==> src/rtl/bit_reg_hex_display.sv <==
// -----------------------------------------------------------------------------
// bit_reg_hex_display
//
// Holds an 8-bit value that is built one bit at a time. Each write picks a bit
// by index and sets or clears it. The value is shown as two hex digits on a
// two-digit, time-multiplexed, common-anode 7-segment display.
//
// Parameters
//   REFRESH_CYCLES : clk cycles each digit stays lit before the display
//                    switches to the other digit (>= 1).
//
// Ports
//   clk        : system clock; all state changes on its rising edge
//   reset      : synchronous reset, active-low
//   bit_index  : bit position (0..7) written when valid_in is high
//   bit_value  : value written into data[bit_index]
//   valid_in   : write strobe, accepted on every rising edge it is high
//   display    : segment cathodes {g,f,e,d,c,b,a}, active-low
//   seg        : digit anodes, active-low; seg[0] = low nibble, seg[1] = high
// -----------------------------------------------------------------------------
module bit_reg_hex_display #(
    parameter int REFRESH_CYCLES = 100000
) (
    input  logic       clk,
    input  logic       reset,
    input  logic [2:0] bit_index,
    input  logic       bit_value,
    input  logic       valid_in,
    output logic [6:0] display,
    output logic [1:0] seg
);

    // A counter of at least one bit keeps REFRESH_CYCLES=1 legal.
    localparam int CNT_W = (REFRESH_CYCLES > 1) ? $clog2(REFRESH_CYCLES) : 1;
    localparam logic [CNT_W-1:0] CNT_MAX = CNT_W'(REFRESH_CYCLES - 1);

    logic [7:0]       data_reg;
    logic [7:0]       data_next;
    logic [CNT_W-1:0] cnt_reg;
    logic [CNT_W-1:0] cnt_next;
    logic             sel_reg;
    logic             sel_next;
    logic [3:0]       nibble;

    // Each bit gets its own write decode. When valid_in is low, bit_index may be X.
    // The AND with valid_in keeps that X out of the enable path.
    genvar gi;
    generate
        for (gi = 0; gi < 8; gi++) begin : g_bit
            assign data_next[gi] = (valid_in && (bit_index == 3'(gi)))
                                   ? bit_value : data_reg[gi];
        end
    endgenerate

    // The refresh counter wraps at CNT_MAX. The digit select toggles on the same edge.
    always_comb begin
        cnt_next = cnt_reg + CNT_W'(1);
        sel_next = sel_reg;
        if (cnt_reg == CNT_MAX) begin
            cnt_next = '0;
            sel_next = ~sel_reg;
        end
    end

    always_ff @(posedge clk) begin
        if (!reset) begin
            data_reg <= 8'h00;
            cnt_reg  <= '0;
            sel_reg  <= 1'b0;
        end else begin
            data_reg <= data_next;
            cnt_reg  <= cnt_next;
            sel_reg  <= sel_next;
        end
    end

    // Output path is combinational from the data register and the select flop.
    // A write is therefore visible right after the edge that performs it.
    assign seg    = sel_reg ? 2'b01 : 2'b10;
    assign nibble = sel_reg ? data_reg[7:4] : data_reg[3:0];

    always_comb begin
        display = 7'b1111111;
        case (nibble)
            4'h0: display = 7'b1000000;
            4'h1: display = 7'b1111001;
            4'h2: display = 7'b0100100;
            4'h3: display = 7'b0110000;
            4'h4: display = 7'b0011001;
            4'h5: display = 7'b0010010;
            4'h6: display = 7'b0000010;
            4'h7: display = 7'b1111000;
            4'h8: display = 7'b0000000;
            4'h9: display = 7'b0010000;
            4'hA: display = 7'b0001000;
            4'hB: display = 7'b0000011;
            4'hC: display = 7'b1000110;
            4'hD: display = 7'b0100001;
            4'hE: display = 7'b0000110;
            4'hF: display = 7'b0001110;
            default: display = 7'b1111111;
        endcase
    end

endmodule

==> config.mk <==
export PLATFORM = sky130hd
export DESIGN_NAME = bit_reg_hex_display
export DESIGN_NICKNAME = d
export VERILOG_FILES = /design/src/rtl/bit_reg_hex_display.sv
export SDC_FILE = /design/constraint.sdc
export NUM_CORES = 1
export LEC_CHECK = 0
export CAP_MARGIN = 20
export CORE_MARGIN = 8
export CORE_UTILIZATION = 58
export DETAILED_ROUTE_END_ITERATION = 10
export GPL_TIMING_DRIVEN = 0
export PLACE_DENSITY_LB_ADDON = 0.3
export SYNTH_ARGS = -nofsm -noshare
export SYNTH_HDL_FRONTEND = slang
export SYNTH_SLANG_ARGS = --single-unit
export TNS_END_PERCENT = 30
==> constraint.sdc <==
create_clock -name clk -period 4.3 [get_ports clk]
set_clock_uncertainty 0.05 [all_clocks]
set_input_delay 0.43 -clock clk [delete_from_list [all_inputs] [get_ports clk]]
set_output_delay 0.43 -clock clk [all_outputs]
set_load 0.02 [all_outputs]
Yosys cells after proc, flatten, opt, wreduce, memory -nomap -nowiden
Memory sizes are Yosys's and may differ from the RTL's.
Index checks and enable logic that the tools add are counted.
Operators by class
  div/mod/pow operators: 0
  bitwise gates (word level): 2
  $lt $le $gt $ge: 0
  $mul: 0
  mux-type cells: 2
  equality and inequality tests: 8
  reductions and logical operators: 10
  $add $sub $neg: 1
  shift-type cells: 0
Operator list (number)
  $add A17 B1 Y17 const B: 1
  $eq A17 B17 Y1 const B: 1
  $eq A3 B3 Y1 const B: 4
  $logic_and A1 B1 Y1: 8
  $eq A3 B2 Y1 const B: 2
  $mux W4: 1
  $eq A3 B1 Y1 const B: 1
  $logic_not A3 Y1: 1
  $mux W2: 1
  $not A1 Y1: 2
  $reduce_or A2 Y1: 1
Storage, ports and cells
  memory bits (writable): 0
  bits in registers: 26
  bits in latches: 0
  memories: 1
  memory bits (read-only): 112
  output and inout bits: 9
  input bits: 7
Memory list
  (name not given): words 16, bits a word 7, rd ports 1, clocked after Yosys merged registers in 0, write ports 0, line 84  | case (nibble)

Longest topological paths before layout
  depth after elaboration: 2
  depth in mapped cells: 7

Least setup slack after synthesis
OpenSTA, ideal clock, no wires.
  path type: register -> output
  from: register sel_reg
  to: output display[3]
  buffers on the path: 1
  data arrival time: 1.857 ns
  cell stages (with the launch flop): 6
  path slack: 1.963 ns
  cell sequence: dfxtp_1 clkbuf_1 mux2i_1 inv_1 ha_1 mux4_2
Between the ends
  word-level cells in the longest chain between the ends: 2
Ends and longest elaborated chain
  start, declared: line 41  | logic sel_reg;
  start signal, assigned: line 73  | sel_reg <= sel_next;
  $mux W4: line 80  | assign nibble = sel_reg ? data_reg[7:4] : data_reg[3:0];
  $mem_v2 Z16 W7
  end, declared: line 29  | output logic [6:0] display,
No other way between the ends.

Worst setup path after layout
Same ends and word-level chain as after synthesis.

==> flow_summary.toml <==
[yosys]
avgSynthCellArea_um2 = 8.84
ys_types = 32
netlist_top_cells_count = "dfxtp_1, nor2_1, mux2i_1"
yosysTopAreaCell = "dfxtp_1"
synthTopCellsByArea = "dfxtp_1, mux2i_1, xnor2_1, ha_1, nor2_1"
synth.most_common_cell = "dfxtp_1"
synth_flop_cell = "dfxtp_1"
yosys_warnings = 0
ys_ff_latch = 26
ys_async_sr_fraction_pct = 0
syn_nets = 177
ys_seq_area_share_pct = 36.1
synth_top_area_share_pct = 36.1
syn_area_um2 = 1440
synth_edf_count = 0
syn_inst = 163

[detailed_routing]
wl_per_cell_um = 12.6
avgViaCountPerCell = 5.52
vias = 1164
drc = 0
ant_nets = 0
dr.pass1.iters = 7
drt_iter0_drc = 49
wl_mm = 2.67

[global_routing]
grt_usage_pct = 12.9
gr-total-overflow = 0
antenna_found_initial = 0
grt_start_max_net_pins = 15
grt_pass1_vias = 1108
grt_pass1_wl_mm = 4.53

[finish]
largest_reg_flops = 17
fin_util_pct = 68.7
n_antenna_cell = 0
area_delta_synth_final_pct = 14.8
layout-drive-gt1-share_pct = 5.52
nets = 196

[worst_setup_path]
path_class = "flip-flop to output port"
path_max_fanout = 6
start_kind = "flip-flop"
path_buf_inv = 3
cp-end-kind = "output port"
crit_family = "buffers and inverters"
slowest_delay_ns = 0.55
critPathRequiredTime_ns = 3.82
cp_data_arrival_time_ns = 2.99
crit_chain = "clkbuf_1, mux2i_1, inv_1, ha_1, mux4_2, clkdlybuf4s50_1"
cp_slowest_cell = "mux2i_1"

[clock_tree]
ctsHoldBuffers = 0
clk_pin_slew_ns = 0.13
cts-root-buf = "clkbuf_4"
clkLatencyLatePin_ns = 0.32
htreeDepth = 1
cts_resized = 0
cts_made_buffers = 3
clk_path_buf_depth = 2
clock-sinks = 26
cts_tree = "done"
cts_setup_buffers = 0

[die]
core.rowCount = 18
dieArea_um2 = 4340
start_util_pct = 59.8
die_h_um = 65.9
coreArea_um2 = 2410
fp.dieW_um = 65.9
num_io_pins = 16

[power_and_ir_drop]
leakagePower_nw = 0.589
ir_worst_vdd_mv = 0.320
powerDensity_nw_per_um2 = 247
p_total_mw = 0.409

[run]
drv_cap = 0

[timing]
rsz0062_at_grt = "false"
setup_violations = 0
period_minus_slack_ns = 3.47
tns_ns = 0
hold_viol = 0
drv_slew = 0
layout_setup_ws_ns = 0.835
fmax_mhz = 289
period_share_pct = 80.6
worstMarginPinSlew_ns = 0.696
slew_headroom_pct = 52.3

[place]
io_buffers = 14
pre_cts_ws_ns = 1.18
detailed_place_hpwl_mm = 2.09
gp_congestion = 0.800

[worst_hold_path]
hold_path.class = "flip-flop to flip-flop"

[run_status]
run_status = "completed"
## layout make-up
type / count / area (µm²)
fillers: 188 / 754
flip-flops and latches: 26 / 520
repair buffers: 14 / 140
well taps: 30 / 37.5
plain buffers: 6 / 41.3
multi-input cells: 123 / 850
inverters: 8 / 30.0
clock buffers: 4 / 36.3
## power by group
group	internal [mW]	switching [mW]	leakage [nW]	total [mW]
clock network	0.0518	0.0675	0.0210	0.119
registers	0.245	0.00316	0.210	0.248
logic	0.0204	0.0216	0.358	0.0420
## cells by family after synthesis
group / count (synthesis) / synth area share [%]
AND/OR/NAND/NOR: 75 / 28.4
flip-flops: 26 / 36.1
XOR/XNOR: 15 / 9.11
buffers and inverters: 14 / 4.95
multiplexers: 14 / 10.6
AO/OA/AOI/OAI: 12 / 4.77
adder cells (fa/ha/maj): 7 / 6.08
## cell usage in the layout, fill, tap and decap left out, drive strengths merged, types with 2 or more instances in the layout
cell type,instances
xor2,4
nand3,6
mux2i,13
o21ai,4
nand4,7
inv,8
dfxtp,26
nor2,22
clkbuf,7
o22ai,2
nand4b,2
nor3,4
nor2b,9
a21oi,4
xnor2,11
or4,2
and2,2
nor3b,2
clkdlybuf4s50,14
nand2b,3
ha,7
nand2,6
nor4,6
buf,3
## metal layers
metal	share of wire, %	up-vias	GRT usage [%]
met5	0	-	0
met4	2.1	0	7.08
met1	45	532	14.6
met2	48	20	21.6
met3	4.7	7	3.22
li1	-	605	-
## path summary, 6_finish.rpt
path,startpoint,endpoint,slack (ns),cells past startpoint
worst max-delay path,sel_reg$_SDFFE_PN0N_,display[3],0.83,6
worst min-delay path,cnt_reg[0]$_SDFF_PP0_,cnt_reg[0]$_SDFF_PP0_,0.43,1
worst max register to register,cnt_reg[12]$_SDFF_PP0_,cnt_reg[5]$_SDFF_PP0_,2.41,6
worst min register to register,cnt_reg[0]$_SDFF_PP0_,cnt_reg[0]$_SDFF_PP0_,0.43,1
## through the flow
step	instances	area [µm²]	hold WS, ns
after CTS	211	1660	0.431
after global routing	211	1660	0.450
final	211	1660	0.431
after global placement	207	1620	0.391
after detailed placement	207	1620	0.405
after floorplan	163	1440	0.380
(Power assumes the default switching activity.)
